[src/rtl/wasm_host_loader.sv]
// Host-side sequencer: packs host bytes into 64-bit instruction words,
// writes them to instruction memory, runs the core until it reports done,
// then streams a window of line memory back to the host.
module wasm_host_loader #(
  parameter int unsigned RD_LAT     = 2,
  parameter int unsigned TIMEOUT    = 1000000,
  parameter logic [1:0]  DONE_STATE = 2'b11
) (
  input  logic        i_clk,
  input  logic        i_rst,
  input  logic        i_start,
  input  logic [14:0] i_word_cnt,
  input  logic [8:0]  i_rd_base,
  input  logic [9:0]  i_rd_cnt,
  input  logic        i_byte_vld,
  output logic        o_byte_rdy,
  input  logic [7:0]  i_byte_data,
  output logic        o_res_vld,
  input  logic        i_res_rdy,
  output logic [31:0] o_res_data,
  output logic [8:0]  o_res_addr,
  output logic        o_instr_mem_wr_vld,
  output logic [14:0] o_instr_mem_wr_addr,
  output logic [63:0] o_instr_mem_wr_data,
  input  logic        i_instr_mem_wr_rdy,
  output logic        o_instr_mem_wr_finish,
  input  logic [1:0]  i_work_state,
  input  logic [2:0]  i_error,
  output logic        o_line_mem_rd_rdy,
  output logic [8:0]  o_line_mem_rd_addr,
  input  logic [31:0] i_line_mem_rd_data,
  output logic        o_busy,
  output logic        o_done,
  output logic [1:0]  o_fault,
  output logic [31:0] o_cycles
);

  typedef enum logic [2:0] {
    S_IDLE,
    S_LOAD,
    S_FINISH,
    S_RUN,
    S_DUMP,
    S_FAULT
  } state_t;

  localparam logic [7:0] LAT_INIT = 8'(RD_LAT);

  state_t      state;
  state_t      next;
  logic        error_hit;
  logic        timeout_hit;
  logic        byte_rdy;

  logic [63:0] pack;
  logic [2:0]  byte_idx;
  logic        wr_pending;
  logic [14:0] word_idx;
  logic [14:0] word_cnt;
  logic        finish;
  logic [31:0] cycles;
  logic [8:0]  rd_addr;
  logic [9:0]  rd_left;
  logic [7:0]  lat;
  logic        res_vld;
  logic [31:0] res_data;
  logic [8:0]  res_addr;
  logic        done;
  logic [1:0]  fault;

  // State register
  always_ff @(posedge i_clk) begin
    if (i_rst) state <= S_IDLE;
    else       state <= next;
  end

  // Next-state selection; a fault overrides every other transition
  always_comb begin
    next        = state;
    byte_rdy    = 1'b0;
    error_hit   = 1'b0;
    timeout_hit = 1'b0;
    case (state)
      S_IDLE:   if (i_start) next = (i_word_cnt == '0) ? S_FINISH : S_LOAD;
      S_LOAD: begin
        byte_rdy = !wr_pending;
        if (wr_pending && i_instr_mem_wr_rdy && word_idx == word_cnt - 15'd1)
          next = S_FINISH;
      end
      S_FINISH: next = S_RUN;
      S_RUN:    if (i_work_state == DONE_STATE) next = S_DUMP;
      S_DUMP: begin
        if (rd_left == '0) next = S_IDLE;
        else if (res_vld && i_res_rdy && rd_left == 10'd1) next = S_IDLE;
      end
      S_FAULT:  next = S_IDLE;
      default:  next = S_IDLE;
    endcase
    error_hit   = (state != S_IDLE) && (state != S_FAULT) && (i_error != '0);
    timeout_hit = (state == S_RUN) && (TIMEOUT != 0) && (cycles == TIMEOUT);
    if (error_hit || timeout_hit) next = S_FAULT;
  end

  // Datapath: byte packing, write handshake, run counter, dump sequencing
  always_ff @(posedge i_clk) begin
    if (i_rst) begin
      pack       <= '0;
      byte_idx   <= '0;
      wr_pending <= 1'b0;
      word_idx   <= '0;
      word_cnt   <= '0;
      finish     <= 1'b0;
      cycles     <= '0;
      rd_addr    <= '0;
      rd_left    <= '0;
      lat        <= '0;
      res_vld    <= 1'b0;
      res_data   <= '0;
      res_addr   <= '0;
      done       <= 1'b0;
      fault      <= '0;
    end else begin
      done   <= (state == S_DUMP) && (next == S_IDLE);
      finish <= (next == S_FINISH) || (finish && next != S_IDLE);
      case (state)
        S_IDLE: begin
          if (i_start) begin
            word_cnt   <= i_word_cnt;
            word_idx   <= '0;
            byte_idx   <= '0;
            wr_pending <= 1'b0;
            rd_addr    <= i_rd_base;
            rd_left    <= i_rd_cnt;
            fault      <= '0;
          end
        end
        S_LOAD: begin
          if (!wr_pending && i_byte_vld) begin
            pack[{byte_idx, 3'b000} +: 8] <= i_byte_data;
            byte_idx <= byte_idx + 3'd1;
            if (byte_idx == 3'd7) wr_pending <= 1'b1;
          end else if (wr_pending && i_instr_mem_wr_rdy) begin
            wr_pending <= 1'b0;
            word_idx   <= word_idx + 15'd1;
          end
        end
        S_FINISH: cycles <= '0;
        S_RUN: begin
          if (next == S_RUN && cycles != '1) cycles <= cycles + 32'd1;
          if (next == S_DUMP) lat <= LAT_INIT;
        end
        S_DUMP: begin
          if (rd_left != '0) begin
            if (!res_vld) begin
              if (lat == '0) begin
                res_vld  <= 1'b1;
                res_data <= i_line_mem_rd_data;
                res_addr <= rd_addr;
              end else begin
                lat <= lat - 8'd1;
              end
            end else if (i_res_rdy) begin
              res_vld <= 1'b0;
              rd_left <= rd_left - 10'd1;
              rd_addr <= rd_addr + 9'd1;
              lat     <= LAT_INIT;
            end
          end
        end
        default: ;
      endcase
      // Abort drops any in-flight write or result presented to the host
      if (next == S_FAULT && state != S_FAULT) begin
        fault      <= error_hit ? 2'b01 : 2'b10;
        wr_pending <= 1'b0;
        res_vld    <= 1'b0;
      end
    end
  end

  assign o_byte_rdy            = byte_rdy;
  assign o_instr_mem_wr_vld    = wr_pending;
  assign o_instr_mem_wr_addr   = word_idx;
  assign o_instr_mem_wr_data   = pack;
  assign o_instr_mem_wr_finish = finish;
  assign o_line_mem_rd_rdy     = (state == S_DUMP);
  assign o_line_mem_rd_addr    = rd_addr;
  assign o_res_vld             = res_vld;
  assign o_res_data            = res_data;
  assign o_res_addr            = res_addr;
  assign o_busy                = (state != S_IDLE);
  assign o_done                = done;
  assign o_fault               = fault;
  assign o_cycles              = cycles;

endmodule

[config.mk]
export PLATFORM = sky130hd
export DESIGN_NAME = wasm_host_loader
export DESIGN_NICKNAME = d
export VERILOG_FILES = /design/src/rtl/wasm_host_loader.sv
export SDC_FILE = /design/constraint.sdc
export NUM_CORES = 1
export LEC_CHECK = 0
export ABC_AREA = 1
export CORE_MARGIN = 3
export CORE_UTILIZATION = 45
export DETAILED_ROUTE_END_ITERATION = 16
export DONT_BUFFER_PORTS = 1
export GPL_ROUTABILITY_DRIVEN = 0
export PLACE_DENSITY = 0.72
export SLEW_MARGIN = 30
export SYNTH_ARGS = -nofsm -noshare
export SYNTH_HDL_FRONTEND = slang
export SYNTH_SLANG_ARGS = --single-unit
export TNS_END_PERCENT = 30
[constraint.sdc]
create_clock -name i_clk -period 3.6 [get_ports i_clk]
set_clock_uncertainty 0.2 [all_clocks]
set_input_delay 0.72 -clock i_clk [delete_from_list [all_inputs] [get_ports i_clk]]
set_output_delay 0.72 -clock i_clk [all_outputs]
set_load 0.1 [all_outputs]
Yosys cells after proc, flatten, opt, wreduce, memory -nomap -nowiden
Cells that the tools add are included.
{"block": "word_totals", "reg_bits": 206, "inputBits": 85, "out_inout_bits": 170, "word_cells": 144}
{"block": "classes", "n_addsub": 8, "n_eq_ne": 28, "shift": 2, "n_mux": 47, "n_bitwise": 1, "reduce_logical": 42}
{"op": "bitwise mux 64 bit", "n": 1}
{"op": "case mux 32 bit (2 select lines)", "n": 1}
{"op": "variable shift 8 x 8 -> 64 bit (first input constant)", "n": 1}
{"op": "variable part select 8 x 8 -> 64 bit", "n": 1}
{"op": "2-to-1 mux 15 bit", "n": 3}
{"op": "2-to-1 mux 10 bit", "n": 4}
{"op": "2-to-1 mux 8 bit", "n": 5}
{"op": "2-to-1 mux 9 bit", "n": 4}
{"op": "adder 32 x 1 -> 32 bit (second input constant)", "n": 1}
{"op": "== test 32 x 20 -> 1 bit (second input constant)", "n": 1}
{"op": "2-to-1 mux 32 bit", "n": 1}
{"op": "!= test 32 bit (second input constant)", "n": 1}
{"op": "case mux 15 bit (2 select lines)", "n": 1}
{"op": "2-to-1 mux 3 bit", "n": 8}
{"op": "case mux 10 bit (2 select lines)", "n": 1}
{"op": "case mux 9 bit (2 select lines)", "n": 1}
{"op": "case mux 8 bit (2 select lines)", "n": 1}
{"op": "adder 15 x 1 -> 15 bit (second input constant)", "n": 1}
{"op": "== test 15 bit", "n": 1}
{"op": "logical NOT 15 bit", "n": 1}
{"op": "!= test 3 bit (second input constant)", "n": 5}
{"op": "case mux 3 bit (5 select lines)", "n": 1}
{"op": "subtractor 15 x 1 -> 15 bit (second input constant)", "n": 1}
{"op": "== test 3 x 2 -> 1 bit (second input constant)", "n": 4}
{"op": "other kinds (30)", "n": 78}

Depth between registers and ports, before layout
Gate-level depths: netlist (run 1).
{"block": "depth", "word_depth": 10, "depth_mapped": 18, "ltp_nobuf": 18}

Worst setup path after synthesis (run 1)
No wires, ideal clock.
{"block": "synth_timing", "kind": "flip-flop to flip-flop", "startpoint": "register cycles[1], in the netlist o_cycles[1]", "endpoint": "register cycles[5], in the netlist o_cycles[5]", "setup_ps": 134, "arrival_ps": 2704, "required_time_ps": 3266, "path_slack_ps": 562, "path_stages_with_launch": 14, "path_buffers": 1, "synth_period_minus_slack_ps": 3038, "cell_sequence": "dfxtp_1 > ha_1 > nand2_1 > inv_1 > nand3_2 > nor3_4 > nand4_1 > nor3_2 > a21oi_1 > nand2_4 > nand2_4 > buf_4 > nand3_1 > a21oi_1"}
{"block": "synth_between", "elab_chain_cells": 8, "word_cells_on_any_way": 12, "cone_classes": "1 x add/sub; 4 x eq/ne; 3 x mux; 4 x reduce/logical"}
{"item": "from (decl)", "line_no": "61", "source": "logic [31:0] cycles;"}
{"item": "from (signal assigned)", "line_no": "149", "source": "if (next == S_RUN && cycles != '1) cycles <= cycles + 32'd1;"}
{"item": "branches (longest 8 deep; another with adder 32 x 1 -> 32 bit)"}
Parallel ways; which one is timed is not known. The select of a mux whose other input is x is not followed.
A chain may end at the register's enable or synchronous reset.

Final worst setup path (run 1)
{"block": "layout_timing", "startpoint": "register byte_idx[0]", "endpoint": "register pack[36], in the netlist o_instr_mem_wr_data[36]"}
{"block": "layout_between", "elab_chain_cells": 3, "word_cells_on_any_way": 4, "cone_classes": "1 x add/sub; 2 x shift; 1 x mux"}
{"item": "from (decl)", "line_no": "56", "source": "logic [2:0] byte_idx;"}
{"item": "from (signal assigned)", "line_no": "140", "source": "byte_idx <= byte_idx + 3'd1;"}
{"item": "negator 6 -> 8 bit (*)", "line_no": "139", "source": "pack[{byte_idx, 3'b000} +: 8] <= i_byte_data;"}
{"item": "variable part select 8 x 8 -> 64 bit or variable shift 8 x 8 -> 64 bit (tied branches)", "line_no": "139"}
{"item": "bitwise mux 64 bit (*)", "line_no": "139"}
{"item": "to (signal, indexed assignment)", "line_no": "139"}
{"item": "to (decl)", "line_no": "55", "source": "logic [63:0] pack;"}
Every way passes the cells marked *; elsewhere a longest branch is shown, timed or not.

==> out/metrics.yaml, run 1 <==
status: "completed"
fin_nets: 1607
placed_cell_area_mm2: 0.0110
async_reset_ff_frac: 0
crit_chain: "inv_1 -> ha_1 -> ha_1 -> buf_4 -> inv_1 -> nor2_1 -> nand2_2 -> nor4_4 -> o21ai_0 -> a21oi_1"
core_area_mm2: 0.0222
tns_ns: 0
cts_post_setup_buffers_inserted: 0
critPathArrivalTime_ns: 3.30
min_path_type: "in -> reg"
grt.overflow.total: 0
vias_per_cell: 5.43
finalCritPeriodShare: 0.847
worst_pin_slew_ns: 1.04
cts_buffer_depth: 3
multiInputGateArea_mm2: 0.00525
antenna_found_initial: 0
start_kind: "flip-flop"
first_iter_violations: 752
cts_hold_buffers: 0
dr.pass1.iters: 7
critical_path_class: "reg -> reg"
crit_end: "o_instr_mem_wr_data[36]"
path_depth: 10
p_leak_nw: 4.73
rsz0062_at_grt: "false"
reg2reg_depth: 10
regArea_mm2: 0.00414
cts_tree: "built"
syn_area_per_cell_um2: 7.02
max_freq_mhz: 328
cts.sinks: 206
reg2reg_setup_slack_ns: 0.55
path_delay_family: "simple AND/OR/NAND/NOR gates"
hp-start: "i_rst"
pwr_density_cell_mw_per_mm2: 715
cts_root_buf: "clkbuf_16"
synthCells: 1473
yosysSeqAreaShare: 0.399
clk_pin_slew_ns: 0.06
die_h_um: 158
syn_area_mm2: 0.0103
worstSetupStartpoint: "byte_idx[0]"
ys_types: 46
setup_viol: 0
grt_max_degree: 76
critPathBufInv: 3
synth-main-ff-cell: "dfxtp_1"
dieArea_mm2: 0.0248
required_ns: 3.85
totalWireLength_um: 29800
die_w_um: 158
syn_to_final_growth_pct: 14.3
cpPeakStageDelay_ns: 0.55
r2r-start: "byte_idx[0]"
ys_seq_elements: 206
start_util: 0.466
finalHoldViolCount: 0
rr_endpoint: "o_instr_mem_wr_data[36]"
vdd_drop_max_v: 0.000434
syn-num-nets: 1571
slew_headroom: 0.307
cp-end-kind: "flip-flop"
critPathMaxFanout: 16
track_usage: 0.228
ios: 255
fin_crit_ns: 3.05
wl_per_cell_um: 16.5
numCtsBuffers: 24
ctsResizeCount: 0
num_vias: 9798
grt_pass1_vias: 8884
drive_gt1_frac: 0.113
detail-route-antenna-nets: 0
std_cell_rows: 54
synth_edf_count: 0
n_antenna_cell: 0
fin_area_mm2: 0.0118
drv_cap: 0
clkLatencyLatePin_ns: 0.52
cpMaxStageDelayCell: "dfxtp_1"
htreeDepth: 1
slew_viol_final: 0
synth_warnings: 0
fillers: 2111
port_buffers: 0
grt_first_pass_wirelength_um: 46900
drc_errors: 0
hpwl_um: 21900
cells by family (layout without fill, tap and decap cells):
group	after synthesis	in the layout	synth area share
AOI/OAI and AO/OA	338	338	0.175
xor gates and xnor gates	48	48	0.0420
adders and majority gates	13	13	0.0157
buffers and inverters	244	297	0.0946
DFF	206	206	0.399
and+or+nand+nor	624	624	0.273
layout by cell type, fill, tap and decap left out, types with 10 or more instances in the layout:
cell / netlist / routed
o21ai_0: 119 / 119
nand2_1: 266 / 265
nor3_1: 42 / 42
dfxtp_1: 206 / 196
nand3_1: 79 / 79
dfxtp_2: 0 / 10
xor2_1: 34 / 34
nor4_1: 13 / 13
clkbuf_16: 0 / 25
nor2_1: 164 / 162
buf_4: 3 / 71
a211oi_1: 10 / 10
a21oi_1: 169 / 169
inv_1: 172 / 171
xnor2_1: 13 / 13
ha_1: 13 / 13
a31oi_1: 11 / 11
nand4_1: 24 / 24
power breakdown:
group / internal, mW / switching, mW
combinational: 0.535 / 1.16
clock: 1.59 / 0.970
sequential: 2.57 / 1.62
cell usage after synthesis, drive strengths merged, types with 4 or more instances:
| cell | number | area share |
|---|---|---|
| a211oi | 10 | 0.0073 |
| a21oi | 171 | 0.084 |
| a31oi | 11 | 0.0067 |
| buf | 16 | 0.012 |
| clkbuf | 46 | 0.017 |
| dfxtp | 206 | 0.40 |
| ha | 13 | 0.016 |
| inv | 182 | 0.066 |
| nand2 | 272 | 0.10 |
| nand3 | 82 | 0.041 |
| nand4 | 25 | 0.017 |
| nor2 | 173 | 0.069 |
| nor3 | 49 | 0.029 |
| nor3b | 4 | 0.0029 |
| nor4 | 14 | 0.0099 |
| o21a | 4 | 0.0029 |
| o21ai | 127 | 0.063 |
| o21bai | 4 | 0.0029 |
| or2 | 4 | 0.0024 |
| xnor2 | 13 | 0.011 |
| xor2 | 34 | 0.029 |
layout make-up:
type	instances	share of cell area
Clock buffer	37	0.0644
Clock inverter	6	0.00709
Inverter	182	0.0581
Multi-Input combinational cell	1023	0.444
Sequential cell	206	0.350
Tap cell	280	0.0296
Timing Repair Buffer	72	0.0468
state kept, by name, summed over array words and instances, names as in the netlist, 3 cells and up:
name	cells
o_instr_mem_wr_data	64
o_cycles	32
o_res_data	32
o_instr_mem_wr_addr	15
word_cnt	15
rd_left	10
o_line_mem_rd_addr	9
o_res_addr	9
lat	8
byte_idx	3
state	3
per-layer routing:
layer	global-route usage	vias to the layer above	wire length [um]
li1	-	4906	-
met1	0.308	4517	12900
met2	0.361	326	13600
met3	0.0649	49	2550
met4	0.0587	0	751
met5	0	-	0
how the worst min path moves through the flow:
| stage | to | cells past startpoint |
|---|---|---|
| floorplan | word_cnt[1] | 2 |
| global placement | word_cnt[1] | 2 |
| detailed placement | word_cnt[1] | 2 |
| CTS | o_instr_mem_wr_data[10] | 1 |
| global route | rd_left[8] | 1 |
| finish | o_line_mem_rd_addr[8] | 1 |
through the flow:
step	hold slack, ns	setup WS [ns]	std cells	power [mW]	util
after global placement	0.265	0.699	1763	5.87	0.495
after CTS	0.0543	0.558	1806	8.50	0.533
after floorplan	0.248	0.562	1473	5.53	-
final	0.0804	0.550	1806	8.44	0.533
after global routing	0.0499	0.239	1806	8.84	0.533
after detailed placement	0.272	0.585	1763	5.92	0.495
Power figures use the tool's default switching activity.
==> run 2: changes to the inputs <==
- clock period: 3.6 -> 3 ns (I/O delays scaled with it)
==> run 2 against run 1 <==
Register-to-register slack got worse by 0.24 ns. Die area is the same. Maximum frequency up 13%. Worst setup slack worse by 0.24 ns. Clock power rose by 4%. Critical path type unchanged. Via count is 2.2% higher. Critical endpoint is now o_cycles[5].
==> out/metrics.yaml, run 2 (synthesis results as in run 1) <==
first_iter_violations: 703  # -6.5%
cts.sinks: 206  # unchanged
num_vias: 10000  # +2.2%
tns_ns: 0  # unchanged
worst_slack_ns: 0.307  # -0.244 ns
slew_headroom: 0.319  # +0.0120
start_kind: "flip-flop"
p_sw_frac: 0.452  # +0.00866
die_w_um: 158  # unchanged
syn_to_final_growth_pct: 17.6
instances_no_fill: 1860  # +3.0%
fin_area_mm2: 0.0121  # +2.8%
status: "completed"
vias_per_cell: 5.38  # -0.76%
clkLatencyLatePin_ns: 0.50  # -0.02 ns
dieArea_mm2: 0.0248  # unchanged
die_h_um: 158  # unchanged
critical_path_class: "reg -> reg"
finalHoldViolCount: 0  # unchanged
grt.overflow.total: 0  # unchanged
seq_power_share: 0.448  # -0.048
critPathArrivalTime_ns: 2.92  # -0.38 ns
whs_ns: 0.0449  # -0.0355 ns
cts_buffer_depth: 3  # unchanged
intPower_mw: 5.42  # +15%
worstSetupStartpoint: "rd_left[0]"
track_usage: 0.227  # -0.00106
combPwrFrac: 0.282  # +0.081
fin_util: 0.548  # +0.0150
port_buffers: 0  # unchanged
totalWireLength_um: 29800  # -0.20%
core_area_mm2: 0.0222  # unchanged
finalCritPeriodShare: 0.898  # +0.0507
dp_slack_ns: 0.242  # -0.343 ns
detail-route-antenna-nets: 0  # unchanged
reg2reg_depth: 14  # +4
fin_crit_ns: 2.69  # -0.356 ns
htreeDepth: 1  # unchanged
antenna_found_initial: 0  # unchanged
largest_register_ffs: 64  # unchanged
p_leak_nw: 4.99  # +5.4%
cp-end-kind: "flip-flop"
reg2reg_setup_slack_ns: 0.31  # -0.24 ns
worst_pin_slew_ns: 1.02  # -0.0180 ns
fin_nets: 1663  # +3.5%
rr_endpoint: "o_cycles[5]"
dr.pass1.iters: 5  # -2
crit_end: "o_cycles[5]"
cts_tree: "built"
numCtsBuffers: 23  # -4.2%
n_antenna_cell: 0  # unchanged
rsz0062_at_grt: "false"
layout_common_cells: "nand2_1, dfxtp_1, inv_1"
start_util: 0.466  # unchanged
vdd_drop_max_v: 0.000533  # +23%
required_ns: 3.23  # -0.62 ns
max_freq_mhz: 371  # +13%
mostFrequentLayoutCell: "nand2_1"
dp_cells: 1819  # +3.2%
drc_errors: 0  # unchanged
clk_pin_slew_ns: 0.06  # about the same
ios: 255  # unchanged
cts_root_buf: "clkbuf_16"
clkPwrFrac: 0.270  # -0.033
grt_max_degree: 75  # -1.3%
drv_cap: 0  # unchanged
setup_viol: 0  # unchanged
switching_power_mw: 4.47  # +19%
placed_cell_area_mm2: 0.0114  # +3.9%
drive_gt1_frac: 0.136  # +0.0227
std_cell_rows: 54  # unchanged
wl_per_cell_um: 16.0  # -3.1%
pwr_density_cell_mw_per_mm2: 814  # +14%
grt_first_pass_wirelength_um: 46900  # about the same
min_path_type: "in -> reg"
grt_pass1_vias: 9186  # +3.4%
critPathMaxFanout: 33  # +17
cts_post_setup_buffers_inserted: 0  # unchanged
hpwl_um: 22000  # +0.30%
slew_viol_final: 0  # unchanged
r2r-start: "rd_left[0]"
power_mw: 9.89  # +17%
run 2: cell count changes in the layout (fill, tap and decap cells not counted), moves of 2 or more:
| cell | previous run | this run |
|---|---|---|
| bufinv_16 | 2 | 0 |
| clkbuf_8 | 9 | 7 |
| clkbuf_1 | 3 | 7 |
| dfxtp_1 | 196 | 204 |
| clkbuf_16 | 25 | 23 |
| buf_4 | 71 | 126 |
| dfxtp_2 | 10 | 2 |
run 2: how the worst min path moves through the flow:
stage	start	end	cells past startpoint	slack [ns]
6_report	i_word_cnt[14]	word_cnt[14]	2	0.04
5_1_grt	i_rst	o_instr_mem_wr_data[56]	2	0.03
4_1_cts	i_byte_data[6]	o_instr_mem_wr_data[46]	2	0.02
3_5_place_dp	o_instr_mem_wr_data[58]	o_instr_mem_wr_data[58]	1	0.27
3_3_place_gp	o_instr_mem_wr_data[58]	o_instr_mem_wr_data[58]	1	0.25
2_1_floorplan	word_cnt[1]	word_cnt[1]	2	0.25
run 2: cell type report:
type	instances	area [um2]
Multi-Input combinational cell	1023	5250
Tap cell	280	350
Fill cell	2116	10000
Clock inverter	3	18.8
Timing Repair Buffer	129	1010
Inverter	182	687
Clock buffer	37	698
Sequential cell	206	4130
run 2: critical path, cell delays in order, from the launching register on:
cell and delay [ns]:
dfxtp_1 0.32, inv_1 0.09, ha_1 0.17, inv_1 0.08, nor3_2 0.16, nand3_1 0.14, nor2_1 0.16, nor2_1 0.10
o41ai_1 0.14, nand2_1 0.19, nor2_4 0.20, nand2_4 0.16, nand2_8 0.23, nand3_1 0.12, a21oi_1 0.14
run 2: metal layers:
metal / GRT usage / routed length (um) / vias to the layer above
met5: 0 / 0 / -
met4: 0.0632 / 616 / 0
met3: 0.0668 / 2750 / 45
met2: 0.356 / 13500 / 372
met1: 0.307 / 12900 / 4575
li1: - / - / 5022
run 2: repair_timing:
item                                    4_1_cts  5_1_grt
endpoints found under the hold margin        71        0
hold buffers                                  1        0
endpoints found under the setup margin        0       20
gates resized for setup                       0        1
run 2: power by group through the flow:
stage | Combinational [mW] | Clock, mW | Sequential, mW
after floorplan | 1.49 | 0 | 5.14
final | 2.79 | 2.67 | 4.44
after global routing | 3.05 | 2.85 | 4.47
after global placement | 2.70 | 0 | 4.48
after detailed placement | 2.75 | 0 | 4.49
after CTS | 2.79 | 2.75 | 4.44
